[config.mk]
export PLATFORM = sky130hd
export DESIGN_NAME = part_4_seq_subtractor
export DESIGN_NICKNAME = d
export VERILOG_FILES = /design/src/rtl/part_4_seq_subtractor.sv
export SDC_FILE = /design/constraint.sdc
export NUM_CORES = 1
export LEC_CHECK = 0
export BUFFER_PORTS_ARGS = -buffer_cell sky130_fd_sc_hd__buf_4
export CAP_MARGIN = 40
export CORE_MARGIN = 2
export CORE_UTILIZATION = 55
export CTS_CLUSTER_SIZE = 8
export DETAILED_ROUTE_END_ITERATION = 10
export PLACE_DENSITY = 0.81
export RECOVER_POWER = 100
export SYNTH_ARGS = -nofsm -noshare
export SYNTH_HDL_FRONTEND = slang
export SYNTH_SLANG_ARGS = --single-unit
[constraint.sdc]
create_clock -name clk -period 5.56 [get_ports clk]
set_clock_uncertainty 0.1 [all_clocks]
set_input_delay 0 -clock clk [delete_from_list [all_inputs] [get_ports clk]]
set_output_delay 0 -clock clk [all_outputs]
set_load 0.05 [all_outputs]
[src/rtl/part_4_seq_subtractor.sv]
// -----------------------------------------------------------------------------
// part_4_seq_subtractor
//
// Multi-cycle W-bit subtractor (W = 2*HALF) that computes a - b - bin
// one half-word at a time. It uses a valid/ready handshake on both sides.
//
// Sequence: IDLE captures the operands. LOW subtracts the low halves. HIGH
// subtracts the high halves and registers the result. DONE presents the
// result until the consumer takes it.
//
// Ports
//   clk        : clock; all state changes on the rising edge
//   rst        : synchronous, active-high reset
//   a, b       : W-bit minuend and subtrahend
//   bin        : borrow-in
//   in_valid   : operand set on a/b/bin is valid
//   in_ready   : block is idle and will take an operand set
//   diff       : a - b - bin, modulo 2^W
//   bout       : borrow-out, i.e. unsigned a < b + bin
//   ovf        : two's-complement overflow of the subtraction
//   out_valid  : diff/bout/ovf hold a fresh result
//   out_ready  : consumer accepts the result
// -----------------------------------------------------------------------------
module part_4_seq_subtractor #(
    parameter int HALF = 16,
    localparam int W = 2 * HALF
) (
    input  logic         clk,
    input  logic         rst,
    input  logic [W-1:0] a,
    input  logic [W-1:0] b,
    input  logic         bin,
    input  logic         in_valid,
    output logic         in_ready,
    output logic [W-1:0] diff,
    output logic         bout,
    output logic         ovf,
    output logic         out_valid,
    input  logic         out_ready
);

    typedef enum logic [1:0] {
        IDLE = 2'd0,
        LOW  = 2'd1,
        HIGH = 2'd2,
        DONE = 2'd3
    } state_t;

    state_t state, next_state;

    // Captured operands, so that the input ports are free to change mid-operation.
    logic [W-1:0]    a_q, b_q;
    logic            bin_q;
    logic [HALF-1:0] lo;
    logic            borrow_mid;

    // Each half-subtraction is one bit wider than a half-word. The top bit
    // becomes 1 when the true result is negative, so that bit is the borrow.
    logic [HALF:0] low_sub, high_sub;

    assign low_sub  = {1'b0, a_q[HALF-1:0]} - {1'b0, b_q[HALF-1:0]}
                    - {{HALF{1'b0}}, bin_q};
    assign high_sub = {1'b0, a_q[W-1:HALF]} - {1'b0, b_q[W-1:HALF]}
                    - {{HALF{1'b0}}, borrow_mid};

    // State register
    always_ff @(posedge clk) begin
        // NOTE: sequential state always uses non-blocking (<=) so every flop
        // samples pre-edge values regardless of statement order.
        if (rst) state <= IDLE;
        else     state <= next_state;
    end

    // Next-state and handshake outputs
    always_comb begin
        // NOTE: every signal gets a default first; a path that leaves one
        // unassigned would infer a latch.
        next_state = state;
        in_ready   = 1'b0;
        out_valid  = 1'b0;
        case (state)
            IDLE: begin
                in_ready = 1'b1;
                if (in_valid) next_state = LOW;
            end
            LOW:  next_state = HIGH;
            HIGH: next_state = DONE;
            DONE: begin
                out_valid = 1'b1;
                if (out_ready) next_state = IDLE;
            end
            default: next_state = IDLE;
        endcase
    end

    // Datapath registers. The result registers are written only in HIGH.
    // They therefore hold steady through DONE backpressure and after the
    // result has been taken.
    always_ff @(posedge clk) begin
        // NOTE: these are plain flops rather than a memory array. Resetting
        // them is cheap, and it guarantees that no stale or partial result
        // survives an abort.
        if (rst) begin
            a_q        <= '0;
            b_q        <= '0;
            bin_q      <= 1'b0;
            lo         <= '0;
            borrow_mid <= 1'b0;
            diff       <= '0;
            bout       <= 1'b0;
            ovf        <= 1'b0;
        end else begin
            case (state)
                IDLE: begin
                    if (in_valid) begin
                        a_q   <= a;
                        b_q   <= b;
                        bin_q <= bin;
                    end
                end
                LOW: begin
                    lo         <= low_sub[HALF-1:0];
                    borrow_mid <= low_sub[HALF];
                end
                HIGH: begin
                    diff <= {high_sub[HALF-1:0], lo};
                    bout <= high_sub[HALF];
                    // Overflow is only possible when the operand signs differ.
                    // It occurs when the result sign departs from the minuend sign.
                    ovf  <= (a_q[W-1] != b_q[W-1]) && (high_sub[HALF-1] != a_q[W-1]);
                end
                default: ;
            endcase
        end
    end

endmodule

* Word level (Yosys, flattened, before mapping)
Index checks and enable logic that the tools add are counted.
Word-level totals: flip-flop bits (word level) 118, input bits 69, word-level logic and storage cells 29, output and inout bits 36
Cells by class: mux-type cells 5, add/subtract/negate cells 4, reduce and logical (&&, ||, !) cells 4, equality and inequality tests 7
Operator list (count):
- 16-bit by 16-bit subtractor with 17-bit output | 2
- 17-bit by 1-bit subtractor with 17-bit output | 2
- 2-bit case mux with 4 select lines | 1
- 2-bit equality test, second input constant | 2
- 2-bit 2-to-1 mux | 2
- 2-bit inequality test, second input constant | 2
- 2-bit AND reduction | 2
- 2-bit by 1-bit equality test with 1-bit output, second input constant | 1
- 2-bit zero test | 1
- 1-bit 2-to-1 mux | 2
- 1-bit inequality test | 2
- 1-bit logical AND | 1

* Logic depth before layout (Yosys ltp)
depth in word-level cells 4, depth in mapped cells 12, mapped depth without buffers 11

* Least setup slack after synthesis
Ideal clock, no wire load.
path type register to register, start point register b_q[16], end point register diff[30], clock period less this slack 2653 ps, data arrival time 2423 ps, setup slack 2907 ps, data required time 5331 ps, cell stages (with the launch flop) 11, cells stage by stage dfxtp_1 -> inv_1 -> fa_1 -> fa_1 -> nand2b_1 -> a21o_1 -> a311oi_1 -> o21ai_1 -> o41ai_1 -> or4b_1 -> o311ai_1
On the way: longest elaborated chain between the ends 2
Ends and longest elaborated chain:
- start, declared | line 52 | logic [W-1:0] a_q, b_q;
- start signal, assigned | line 105 | b_q <= '0;
- start signal, assigned | line 117 | b_q <= b;
- 16-bit by 16-bit subtractor with 17-bit output | line 63 | assign high_sub = {1'b0, a_q[W-1:HALF]} - {1'b0, b_q[W-1:HALF]}
- 17-bit by 1-bit subtractor with 17-bit output | line 64 | - {{HALF{1'b0}}, borrow_mid};
- end signal, assigned | line 126 | diff <= {high_sub[HALF-1:0], lo};
- end, declared | line 35 | output logic [W-1:0] diff,
No other way between the ends. A chain may end at the register's enable or synchronous reset.

* Final worst setup path
start point register state[0], end point register bin_q
On the way: longest elaborated chain between the ends 2
Ends and longest elaborated chain:
- start, declared | line 49 | state_t state, next_state;
- start signal, assigned | line 71 | else state <= next_state;
- 2-bit zero test | line 113 | case (state)
- 2-bit AND reduction (no source line)
- end signal, assigned | line 118 | bin_q <= bin;
- end, declared | line 53 | logic bin_q;
No other way between the ends.

==> summary.txt <==
HPWL after DPL = 9920 um
Setup violations, final = 0
Syn Area/Cell = 8.20 sq um
Hold WC Path Type = in -> reg
HP Start = a[20]
CP max stage cell = clkbuf_1
register area = 2360 sq um
first-pass GRT wire length = 26100 um
Core Rows = 39
WHS Endpoint = a_q[20]$_SDFFE_PP0P_
most frequent cells in the layout = nand2_1 (144), dfxtp_1 (118), inv_1 (102)
number of synthesized flops with an enable pin = 0
number of fill cells = 896
internal power = 2820 uW
CP cell instances = inv_1 > ha_1 > nand2_2 > clkbuf_1 > nand2_1 > a21oi_1 > dlygate4sd3_1
Reg clk slew, reported paths = 0.05 ns
Max Cap Viol = 2
most common cell after layout, fill and taps aside = nand2_1
Top FF cell, synth = dfxtp_1
Synth Register Bits = 118
ant diodes = 0
worst-path maximum fanout = 65
clock network fraction of design power = 22.8%
Multi-input gate area = 3480 sq um
reg2reg end = bin_q$_SDFFE_PP0P_
H-tree levels = 4
normalized max-slew margin = -88.8%
Area Overhead vs Synth = 31.1%
Warnings, synthesis = 0
top post-synthesis cells by area = dfxtp_1 (37%), ha_1 (12%), nand2_1 (8.5%)
via count = 5728
Slew Limit Fails = 98
CTS tree = done
IO Pins = 105
Design Power = 4880 uW
initial antenna violation count = 0
Starting Density = 56.4%
Routed WL = 15500 um
global route overflow = 0
Cell variety after synth = 58
crit path kind = reg -> reg
global placement routability congestion = 0.863
Num Clock Sinks = 118
layout cells sized above 1 = 12.3%
clk root buf = clkbuf_16
LEAKAGE = 0.00364 uW
clk buf depth = 2
DRC viols = 0
async set-or-reset flop fraction in the synthesized netlist = 0%
vias in the first global route = 5792
sw power = 2060 uW
largest net degree at the start of global routing = 69
Final period util = 71.2%
Skew-Pair Late Insertion Delay = 0.40 ns
failing checks = max-capacitance violations, max-slew violations
R2R setup slack = 1.60 ns
nature of the critical path startpoint = flip-flop
TNS Setup = 0 ns
min cycle time layout = 3.96 ns
die area = 12600 sq um
Post-Syn Instances = 785
GRT Util Overall = 25.2%
PwrDens = 579 nW/um^2
Detailed Routing Iterations Pass 1 = 5
Wirelength per Cell = 14.1 um
Yosys top cell by area = dfxtp_1
share of the synthesized area in the top cell type = 36.7%
vias per cell = 5.19
Peak VDD IR = 0.497 mV
Die X = 112 um
IO Port Bufs = 104
RSZ-0062 raised after global routing = no
Crit. End Element = flip-flop
status = complete, but fails checks
final hold vios = 0
cts bufs inserted = 17
Net Sw Frac = 42.2%
Starting DRT DRC Count = 366
synthesized cell area = 6430 sq um
sequential share of power = 24.4%
WHS Path Cells = 4
Core ar. = 11400 sq um
Worst-Margin Slew = 2.83 ns
WHS = 0.285 ns
arrival time at the worst endpoint = 4.21 ns
fin nets = 1086
worst reg2reg path depth = 7
Synth Net Count = 922
Reg2Reg Launch Point = state[0]$_SDFFE_PP0P_
post-route ant nets = 0
Max stage delay on crit path = 1.98 ns
Comb power frac = 52.8%
Worst EP required = 5.81 ns
FMAX = 252 MHz
die height = 112 um
register area share after synthesis = 36.7%
==> routing by layer <==
| layer | GRT usage (%) | vias to the layer above | wire length [um] |
|---|---|---|---|
| li1 | - | 2913 | - |
| met1 | 31.1 | 2635 | 6840 |
| met2 | 42.9 | 152 | 7700 |
| met3 | 5.89 | 28 | 697 |
| met4 | 9.84 | 0 | 286 |
| met5 | 0 | - | 0 |
==> through the flow <==
step | cells | setup slack, ns | utilization (%) | area [sq um]
after floorplan | 785 | 2.91 | - | 6430
after global placement | 999 | 2.68 | 63.4 | 7240
after detailed placement | 1001 | 2.64 | 63.8 | 7290
after CTS | 1104 | 2.61 | 75.4 | 8610
after global routing | 1104 | 1.24 | 73.9 | 8440
final | 1104 | 1.60 | 73.9 | 8440
==> worst max path at each step <==
stage,from,to,slack [ns],cells past startpoint
floorplan,b_q[16]$_SDFFE_PP0P_,diff[30]$_SDFFE_PP0P_,2.91,10
global placement,b_q[16]$_SDFFE_PP0P_,diff[30]$_SDFFE_PP0P_,2.68,10
detailed placement,b_q[16]$_SDFFE_PP0P_,diff[30]$_SDFFE_PP0P_,2.64,10
CTS,b_q[0]$_SDFFE_PP0P_,borrow_mid$_SDFFE_PP0N_,2.61,10
global route,state[0]$_SDFFE_PP0P_,a_q[1]$_SDFFE_PP0P_,1.24,7
finish,state[0]$_SDFFE_PP0P_,bin_q$_SDFFE_PP0P_,1.60,7
==> repair_timing <==
action | 4_1_cts | 5_1_grt
buffers inserted | 0 | 0
gates resized for setup | 0 | 0
hold buffers | 72 | 0
endpoints found under the hold margin | 80 | 0
==> Yosys cell counts (all sizes together) (2+ instances only) <==
master and n:
nand2 145, dfxtp 118, inv 102, a21oi 88
ha 64, nor2 56, mux2i 34, clkbuf 23
xnor2 19, o21ai 18, buf 14, nand2b 10
a211oi 9, a21o 7, xor2 7, nand3 6
and2 5, a311oi 4, fa 4, nand4 4
nor2b 4, o211ai 4, o21a 4, a21boi 3
a31oi 3, nor3 3, or2 3, a22o 2
o2111ai 2, o21bai 2, o311ai 2
==> worst max-delay path: cells and delay by family (launching register included) <==
family / cells / cell delay [ns]
AO/OA/AOI/OAI: 1 / 0.23
adder cells (fa/ha/maj): 1 / 0.26
flip-flops: 1 / 0.40
AND/OR/NAND/NOR: 2 / 0.22
buffers and inverters: 3 / 2.62
==> logic make-up (layout without fill, tap and decap cells) <==
kind of cell             after synthesis  count (layout)  synth area share [%]
multiplexers                          34              34                  5.29
adder cells (fa/ha/maj)               68              68                  13.7
buffers and inverters                139             315                  8.92
XOR/XNOR                              26              26                  3.54
AO/OA/AOI/OAI                        158             158                  16.0
AND/OR/NAND/NOR                      242             242                  15.8
flip-flops                           118             118                  36.7
==> cell type report <==
class	count	area share (%)
inverters	102	4.54
clock inverters	9	1.48
well taps	143	2.12
multi-input cells	528	41.2
repair buffers	182	17.0
clock buffers	22	5.62
flip-flops and latches	118	28.0
==> state kept, by name, indices dropped and copies added (netlist names), 2 cells and up <==
name	cells
lo	16
a_q	32
state	2
b_q	32
diff	32
==> power groups by stage <==
stage / sequential [uW] / clock (uW) / combinational (uW)
floorplan: 1350 / 0 / 1860
global placement: 1200 / 0 / 2460
detailed placement: 1210 / 0 / 2530
CTS: 1190 / 1120 / 2630
global route: 1210 / 1160 / 2860
finish: 1190 / 1110 / 2580
(Power assumes the default switching activity.)
